## config.mk

```make
export PLATFORM = sky130hd
export DESIGN_NAME = inst_decode_stage
export DESIGN_NICKNAME = d
export VERILOG_FILES = /design/src/rtl/inst_decode_stage.sv
export SDC_FILE = /design/constraint.sdc
export NUM_CORES = 1
export LEC_CHECK = 0
export CORE_MARGIN = 2
export CORE_UTILIZATION = 41
export DETAILED_ROUTE_END_ITERATION = 10
export DONT_BUFFER_PORTS = 1
export SYNTH_ARGS = -nofsm -noshare
export SYNTH_HDL_FRONTEND = slang
export SYNTH_SLANG_ARGS = --single-unit
```

## constraint.sdc

```tcl
create_clock -name clk -period 9.9 [get_ports clk]
set_clock_uncertainty 0.1 [all_clocks]
set_input_delay 1.98 -clock clk [delete_from_list [all_inputs] [get_ports clk]]
set_output_delay 1.98 -clock clk [all_outputs]
set_load 0.005 [all_outputs]
```

## src/rtl/inst_decode_stage.sv

```systemverilog
// ---------------------------------------------------------------------------
// inst_decode_stage
//   Registered, buffered instruction-decode stage for the 31-instruction MIPS
//   core. Fetched instructions arrive over a valid/ready handshake, are decoded
//   combinationally into a one-hot class vector plus register/immediate fields,
//   and are queued in a DEPTH-entry FIFO toward the execute stage. The stage
//   also flags illegal encodings and keeps saturating perf counters.
//
// Parameters
//   DEPTH    output FIFO entries (power of 2, >= 2)
//   CNT_W    width of the saturating dec_cnt / ill_cnt counters
//   ILL_BIT  1: illegal instruction sets i_out[31]; 0: i_out = 0 on illegal
//
// Ports
//   clk, rst          clock (rising edge), synchronous active-high reset
//   flush             synchronous FIFO flush (branch/jump redirect)
//   cnt_clr           synchronous clear of both perf counters
//   in_valid/in_ready fetch-side handshake; in_inst / in_pc are the payload
//   out_valid/out_ready execute-side handshake for the FIFO head entry
//   i_out             one-hot instruction class of the head entry
//   ill               head entry is an illegal instruction
//   rs, rt, rd, shamt register / shift fields of the head entry
//   imm_ext           extended immediate of the head entry
//   target            jump target field inst[25:0] of the head entry
//   dst, reg_wr       destination register and its write enable
//   out_pc            pc of the head entry
//   dec_cnt, ill_cnt  legal / illegal instructions accepted (saturating)
// ---------------------------------------------------------------------------
module inst_decode_stage #(
  parameter int DEPTH   = 2,
  parameter int CNT_W   = 16,
  parameter bit ILL_BIT = 1'b1
) (
  input  logic             clk,
  input  logic             rst,
  input  logic             flush,
  input  logic             cnt_clr,
  input  logic             in_valid,
  output logic             in_ready,
  input  logic [31:0]      in_inst,
  input  logic [31:0]      in_pc,
  output logic             out_valid,
  input  logic             out_ready,
  output logic [31:0]      i_out,
  output logic             ill,
  output logic [4:0]       rs,
  output logic [4:0]       rt,
  output logic [4:0]       rd,
  output logic [4:0]       shamt,
  output logic [31:0]      imm_ext,
  output logic [25:0]      target,
  output logic [4:0]       dst,
  output logic             reg_wr,
  output logic [31:0]      out_pc,
  output logic [CNT_W-1:0] dec_cnt,
  output logic [CNT_W-1:0] ill_cnt
);

  localparam int PW = $clog2(DEPTH);
  localparam int CW = PW + 1;

  // Class index doubles as the bit position in the one-hot vector.
  typedef enum logic [4:0] {
    C_ADD,  C_ADDU, C_SUBU,  C_SUB,  C_AND,   C_OR,    C_XOR,  C_NOR,
    C_SLT,  C_SLTU, C_SLL,   C_SRL,  C_SRA,   C_SLLV,  C_SRLV, C_SRAV,
    C_JR,   C_ADDI, C_ADDIU, C_ANDI, C_ORI,   C_XORI,  C_LW,   C_SW,
    C_BEQ,  C_BNE,  C_SLTI,  C_SLTIU, C_LUI,  C_J,     C_JAL,  C_ILL
  } cls_e;

  typedef struct packed {
    logic [31:0] i_out;
    logic        ill;
    logic [4:0]  rs;
    logic [4:0]  rt;
    logic [4:0]  rd;
    logic [4:0]  shamt;
    logic [31:0] imm_ext;
    logic [25:0] target;
    logic [4:0]  dst;
    logic        reg_wr;
    logic [31:0] pc;
  } entry_t;

  logic [5:0] op;
  logic [5:0] funct;
  cls_e       cls;
  entry_t     dec;
  entry_t     head;
  entry_t     mem [DEPTH];

  logic [PW-1:0] wr_ptr;
  logic [PW-1:0] rd_ptr;
  logic [CW-1:0] count;
  logic          push;
  logic          pop;

  assign op    = in_inst[31:26];
  assign funct = in_inst[5:0];

  // -------------------------------------------------------------------------
  // Class decode: funct only matters for op = 0 (R-type).
  // -------------------------------------------------------------------------
  always_comb begin
    cls = C_ILL;
    if (op == 6'h00) begin
      case (funct)
        6'h20:   cls = C_ADD;
        6'h21:   cls = C_ADDU;
        6'h23:   cls = C_SUBU;
        6'h22:   cls = C_SUB;
        6'h24:   cls = C_AND;
        6'h25:   cls = C_OR;
        6'h26:   cls = C_XOR;
        6'h27:   cls = C_NOR;
        6'h2a:   cls = C_SLT;
        6'h2b:   cls = C_SLTU;
        6'h00:   cls = C_SLL;
        6'h02:   cls = C_SRL;
        6'h03:   cls = C_SRA;
        6'h04:   cls = C_SLLV;
        6'h06:   cls = C_SRLV;
        6'h07:   cls = C_SRAV;
        6'h08:   cls = C_JR;
        default: cls = C_ILL;
      endcase
    end else begin
      case (op)
        6'h08:   cls = C_ADDI;
        6'h09:   cls = C_ADDIU;
        6'h0c:   cls = C_ANDI;
        6'h0d:   cls = C_ORI;
        6'h0e:   cls = C_XORI;
        6'h23:   cls = C_LW;
        6'h2b:   cls = C_SW;
        6'h04:   cls = C_BEQ;
        6'h05:   cls = C_BNE;
        6'h0a:   cls = C_SLTI;
        6'h0b:   cls = C_SLTIU;
        6'h0f:   cls = C_LUI;
        6'h02:   cls = C_J;
        6'h03:   cls = C_JAL;
        default: cls = C_ILL;
      endcase
    end
  end

  // -------------------------------------------------------------------------
  // Field extraction, immediate extension and destination selection.
  // -------------------------------------------------------------------------
  always_comb begin
    dec        = '0;
    dec.ill    = (cls == C_ILL);
    dec.rs     = in_inst[25:21];
    dec.rt     = in_inst[20:16];
    dec.rd     = in_inst[15:11];
    dec.shamt  = in_inst[10:6];
    dec.target = in_inst[25:0];
    dec.pc     = in_pc;

    if (cls != C_ILL)
      dec.i_out = 32'd1 << cls;
    else
      dec.i_out = ILL_BIT ? 32'h8000_0000 : '0;

    case (cls)
      C_ADDI, C_ADDIU, C_LW, C_SW, C_BEQ, C_BNE, C_SLTI, C_SLTIU:
        dec.imm_ext = {{16{in_inst[15]}}, in_inst[15:0]};
      C_ANDI, C_ORI, C_XORI:
        dec.imm_ext = {16'h0000, in_inst[15:0]};
      C_LUI:
        dec.imm_ext = {in_inst[15:0], 16'h0000};
      default:
        dec.imm_ext = '0;
    endcase

    case (cls)
      C_ADD, C_ADDU, C_SUBU, C_SUB, C_AND, C_OR, C_XOR, C_NOR,
      C_SLT, C_SLTU, C_SLL, C_SRL, C_SRA, C_SLLV, C_SRLV, C_SRAV: begin
        dec.dst    = in_inst[15:11];
        dec.reg_wr = 1'b1;
      end
      C_ADDI, C_ADDIU, C_ANDI, C_ORI, C_XORI, C_LW, C_SLTI, C_SLTIU, C_LUI: begin
        dec.dst    = in_inst[20:16];
        dec.reg_wr = 1'b1;
      end
      C_JAL: begin
        dec.dst    = 5'd31;
        dec.reg_wr = 1'b1;
      end
      default: begin
        dec.dst    = '0;
        dec.reg_wr = 1'b0;
      end
    endcase
  end

  // -------------------------------------------------------------------------
  // Handshakes. in_ready already excludes flush and reset, so push never
  // coincides with either.
  // -------------------------------------------------------------------------
  assign in_ready  = (count < CW'(DEPTH)) & ~flush & ~rst;
  assign out_valid = (count != '0);
  assign push      = in_valid & in_ready;
  assign pop       = out_valid & out_ready;

  // Storage is written per entry so every slot can be cleared at reset with
  // constant indices, keeping the payload outputs at zero out of reset.
  for (genvar g = 0; g < DEPTH; g++) begin : g_slot
    always_ff @(posedge clk) begin
      if (rst)
        mem[g] <= '0;
      else if (push && (wr_ptr == PW'(g)))
        mem[g] <= dec;
    end
  end

  always_ff @(posedge clk) begin
    if (rst) begin
      wr_ptr <= '0;
      rd_ptr <= '0;
      count  <= '0;
    end else if (flush) begin
      // Emptying by aligning the read pointer; stale payload stays visible
      // but out_valid is low.
      rd_ptr <= wr_ptr;
      count  <= '0;
    end else begin
      if (push)
        wr_ptr <= wr_ptr + 1'b1;
      if (pop)
        rd_ptr <= rd_ptr + 1'b1;
      case ({push, pop})
        2'b10:   count <= count + 1'b1;
        2'b01:   count <= count - 1'b1;
        default: count <= count;
      endcase
    end
  end

  // -------------------------------------------------------------------------
  // Saturating perf counters; clear wins over a same-cycle increment.
  // -------------------------------------------------------------------------
  always_ff @(posedge clk) begin
    if (rst || cnt_clr) begin
      dec_cnt <= '0;
      ill_cnt <= '0;
    end else if (push) begin
      if (dec.ill) begin
        if (ill_cnt != '1)
          ill_cnt <= ill_cnt + 1'b1;
      end else begin
        if (dec_cnt != '1)
          dec_cnt <= dec_cnt + 1'b1;
      end
    end
  end

  // -------------------------------------------------------------------------
  // Head-of-FIFO outputs.
  // -------------------------------------------------------------------------
  assign head    = mem[rd_ptr];
  assign i_out   = head.i_out;
  assign ill     = head.ill;
  assign rs      = head.rs;
  assign rt      = head.rt;
  assign rd      = head.rd;
  assign shamt   = head.shamt;
  assign imm_ext = head.imm_ext;
  assign target  = head.target;
  assign dst     = head.dst;
  assign reg_wr  = head.reg_wr;
  assign out_pc  = head.pc;

endmodule

```

---- After elaboration in Yosys (flattened, before gate mapping) ----
Memories as Yosys holds them, arrays and structs flattened. A register that Yosys moved wholly into a read port is not among the register bits.
Cells that the tools add are included.
storage, ports and cells
  register bits ........................... 36
  memory bits (writable) .................. 298
  bits in read-only memories .............. 576
  input bits .............................. 70
  output and inout bits ................... 183
  logic and storage cells ................. 95
  memories ................................ 3
operators by class
  $add $sub $neg .......................... 6
  magnitude comparators ................... 1
  equality and inequality tests ........... 34
  shift operators ......................... 1
  muxes and demuxes ....................... 19
  bitwise operators ....................... 10
  reduce and logical (&&, ||, !) cells .... 16
memories
  memory           depth  bits a word  read ports  clocked after memory_dff  wr ports  line  text
  (no name shown)  64     5            1           0                         0         106   case (funct)
  mem              2      149          1           1                         2         89    entry_t mem [DEPTH];
  (no name shown)  64     4            1           0                         0         127   case (op)
operator list
  cell                                                                   count
  149-bit two-way mux                                                    2
  32-bit case mux with 3 select lines                                    1
  5-bit equality test, second input constant                             14
  5-bit by 4-bit equality test with 1-bit output, second input constant  8
  16-bit by 1-bit adder with 16-bit output, second input constant        2
  32-bit two-way mux                                                     1
  16-bit inequality test, second input constant                          2
  1-bit by 5-bit << shifter with 32-bit output, first input constant     1
  5-bit by 3-bit equality test with 1-bit output, second input constant  4
  6-bit case mux with 3 select lines                                     1
  16-bit OR reduction                                                    1
  1-bit two-way mux                                                      12
  5-bit by 2-bit equality test with 1-bit output, second input constant  2
  9-bit OR reduction                                                     1
  8-bit OR reduction                                                     1
  6-bit zero test                                                        1
  3-bit AND reduction                                                    2
  2-bit nonzero test                                                     3
  5-bit by 1-bit equality test with 1-bit output, second input constant  1
  5-bit zero test                                                        1
  5-bit two-way mux                                                      1
  5-bit inequality test, second input constant                           1
  1-bit bitwise AND                                                      4
  1-bit NOT                                                              4
  other kinds (13)                                                       16

---- Depth between registers and ports, before layout ----
  depth in word-level cells ............... 9
  gate-level depth with buffers ........... 12
  gate-level depth less buffers ........... 9

---- Worst setup path after synthesis ----
OpenSTA, ideal clock, no wires.
  path kind ............................... input to register
  start ................................... input port flush
  end ..................................... memory mem[0][0] in the netlist's numbering (enable)
  library setup time ...................... 0.511 ns
  arrival ................................. 5.547 ns
  data required time ...................... 9.289 ns
  path slack .............................. 3.742 ns
  stages .................................. 5
  path buffers ............................ 1
  cells stage by stage .................... nor3_2 and2_1 buf_2 nand2b_1 nand2b_1
RTL lines
  what                line  text
  start: declaration  36    input logic flush,
  end: declaration    89

==> results.cfg <==
[run_status]
status = finished clean

[synth]
syn_avg_cell_area_um2 = 12.7
yosysTopAreaCellShare = 0.558
synth_area_leaders = edfxtp_1, mux2_2, and2_1
synth_ff_type = edfxtp_1
synth_largest_area_cell = edfxtp_1
yosysUniqueCellTypes = 66
synth_seq_cells = 295
synth_edf_count = 258
postSynth.asyncResetShare = 0
synth_nets = 1177
syn_area_um2 = 13900
synth_seq_area_share = 0.611
syn_inst = 1095
yosys_warnings = 0

[clock_network]
cts_tree = done
cts_resized = 0
clk_latency_ns = 0.51
htree_levels = 2
cts_setup_buffers = 0
cts.path.max_buffers = 3
clkTransAtPathRegs_ns = 0.06
cts_made_buffers = 34
cts-root-buf = clkbuf_16
clock-sinks = 295
cts_hold_buf = 0

[floorplanning]
die_h_um = 188
start_util = 0.415
num_io_pins = 253
dieWidth_um = 188
core_um2 = 33400
die_area_um2 = 35400
rows = 67

[timing]
final_max_slew_viol_count = 0
finalCriticalPeriod_ns = 4.99
worst_slew_pin_slew_ns = 1.18
setup_viol = 0
hold_viol = 0
setup_ws_ns = 4.91
max_clock_freq_ghz = 0.201
slew_headroom = 0.215
finalCritPeriodShare = 0.504
grt_setup_unrepaired = false
tns_ns = 0

[global_route]
track_usage = 0.183
first_global_vias = 8206
overflow = 0
grt_max_degree = 74
antenna_found_initial = 0
grt_first_pass_wirelength_um = 50100

[run]
cap_violations = 0

[power]
irDropWorstVdd_uv = 102
clkPwrFrac = 0.432
leakage_uw = 0.00520
p_int_uw = 2170
p_switching_uw = 623
powerDensity_nw_per_um2 = 185
combPwrFrac = 0.061
p_seq_frac = 0.507
p_sw_frac = 0.223

[placement]
dp.cells = 1458
hpwl_um = 20700
pre_cts_slack_ns = 4.40
port_buffers = 0
routabilityCongestion = 0.782

[worst_setup_path]
r2r_end = mem[0][71]
required_ns = 7.82
crit_end = target[1]
cp_max_fo = 67
r2r_cells = 8
crit-reg2reg-launch = count[1]
path_class = register to output pin
cp-start-kind = register
end_kind = output pin
crit_arrival_ns = 2.91
regToRegSetupSlack_ns = 6.10

[finish]
fin_nets = 1128
final_core_util = 0.453
fin_cells = 1520
area_delta_synth_final_pct = 9.13
final_common_cell = edfxtp_1
final_cell_mix = edfxtp_1, and2_1, mux2_2
diodes = 0
drive_above_1_share = 0.195

[route]
ant_nets = 0
dr_total_vias = 8479
wirelength_um = 33000
route.detailed.drc = 0
avgViaCountPerCell = 5.58
first_pass_iters = 5
wl_per_cell_um = 21.7
drt_iter0_drc = 568

[min_path]
hold_path.class = register to register
[flip-flops by register name, indices dropped and copies added, names as in the netlist, named ones only]
name,cells
count,2
dec_cnt,16
ill_cnt,16
mem,258
rd_ptr,1
wr_ptr,1
[power groups by stage]
stage               Combinational, µW  Clock [µW]  Sequential [µW]
floorplan                         141           0             1440
global placement                  173           0             1440
detailed placement                173           0             1450
CTS                               174        1230             1420
global route                      186        1280             1420
finish                            170        1210             1420
[through the flow]
step           instance area, µm²  power (µW)  hold WS, ns
2_1_floorplan               13900        1580        0.371
3_3_place_gp                14100        1620        0.400
3_5_place_dp                14100        1620        0.418
4_1_cts                     15200        2830        0.426
5_1_grt                     15200        2890        0.452
6_report                    15200        2800        0.425
[how the worst min path moves through the flow]
stage	from	endpoint	slack, ns	cells after the start
2_1_floorplan	dec_cnt[7]	dec_cnt[7]	0.37	2
3_3_place_gp	dec_cnt[15]	dec_cnt[15]	0.40	2
3_5_place_dp	ill_cnt[5]	ill_cnt[5]	0.42	2
4_1_cts	ill_cnt[5]	ill_cnt[5]	0.43	2
5_1_grt	dec_cnt[8]	dec_cnt[8]	0.45	2
6_report	dec_cnt[10]	dec_cnt[10]	0.43	2
[synth_stat cells (3+ instances only)]
cell type and n:
nor3_1 54, o21a_1 6, nor2_1 63, a221o_1 13, buf_2 14, o21ai_1 11
ha_1 12, nand4_1 9, nor4_1 6, buf_4 24, mux2i_1 7, xnor2_1 3
and3_1 9, dfxtp_1 37, inv_1 9, edfxtp_1 258, and2_1 137, o31ai_1 12
clkbuf_1 55, or4_1 11, a21oi_1 74, mux2_2 129, or3_1 16, o31a_1 5
nand2b_1 5, nand2_1 35, nor2b_1 3, nand3_1 23, o21ai_0 5
[worst max-delay path, stage by stage (launching register included)]
cell     delay, ns
dfxtp_4       0.96
buf_4         0.84
mux2_2        0.47
[layout make-up]
| type | count | area [µm²] |
|---|---|---|
| clock buffer | 43 | 885 |
| clock inverter | 19 | 189 |
| fill | 3015 | 18300 |
| inverter | 10 | 37.5 |
| multi-input combinational | 695 | 4920 |
| sequential | 295 | 8490 |
| tap | 448 | 561 |
| timing repair buffer | 10 | 75.1 |
[per-layer routing]
metal,track usage,up-vias,routed length [µm],share of wire
met4,0.0403,0,520,0.016
li1,-,3952,-,-
met5,0,-,0,0
met3,0.0612,37,2910,0.088
met2,0.298,272,15900,0.48
met1,0.236,4218,13700,0.41
[cells by family after synthesis]
family	after synthesis	synth area share
buffers and inverters	105	0.0361
and+or+nand+nor	393	0.159
adders and majority gates	12	0.0108
AOI/OAI and AO/OA	148	0.0698
xor gates and xnor gates	5	0.00315
DFF	295	0.611
muxes	137	0.110
No activity file was read; power rests on OpenSTA's default activity.
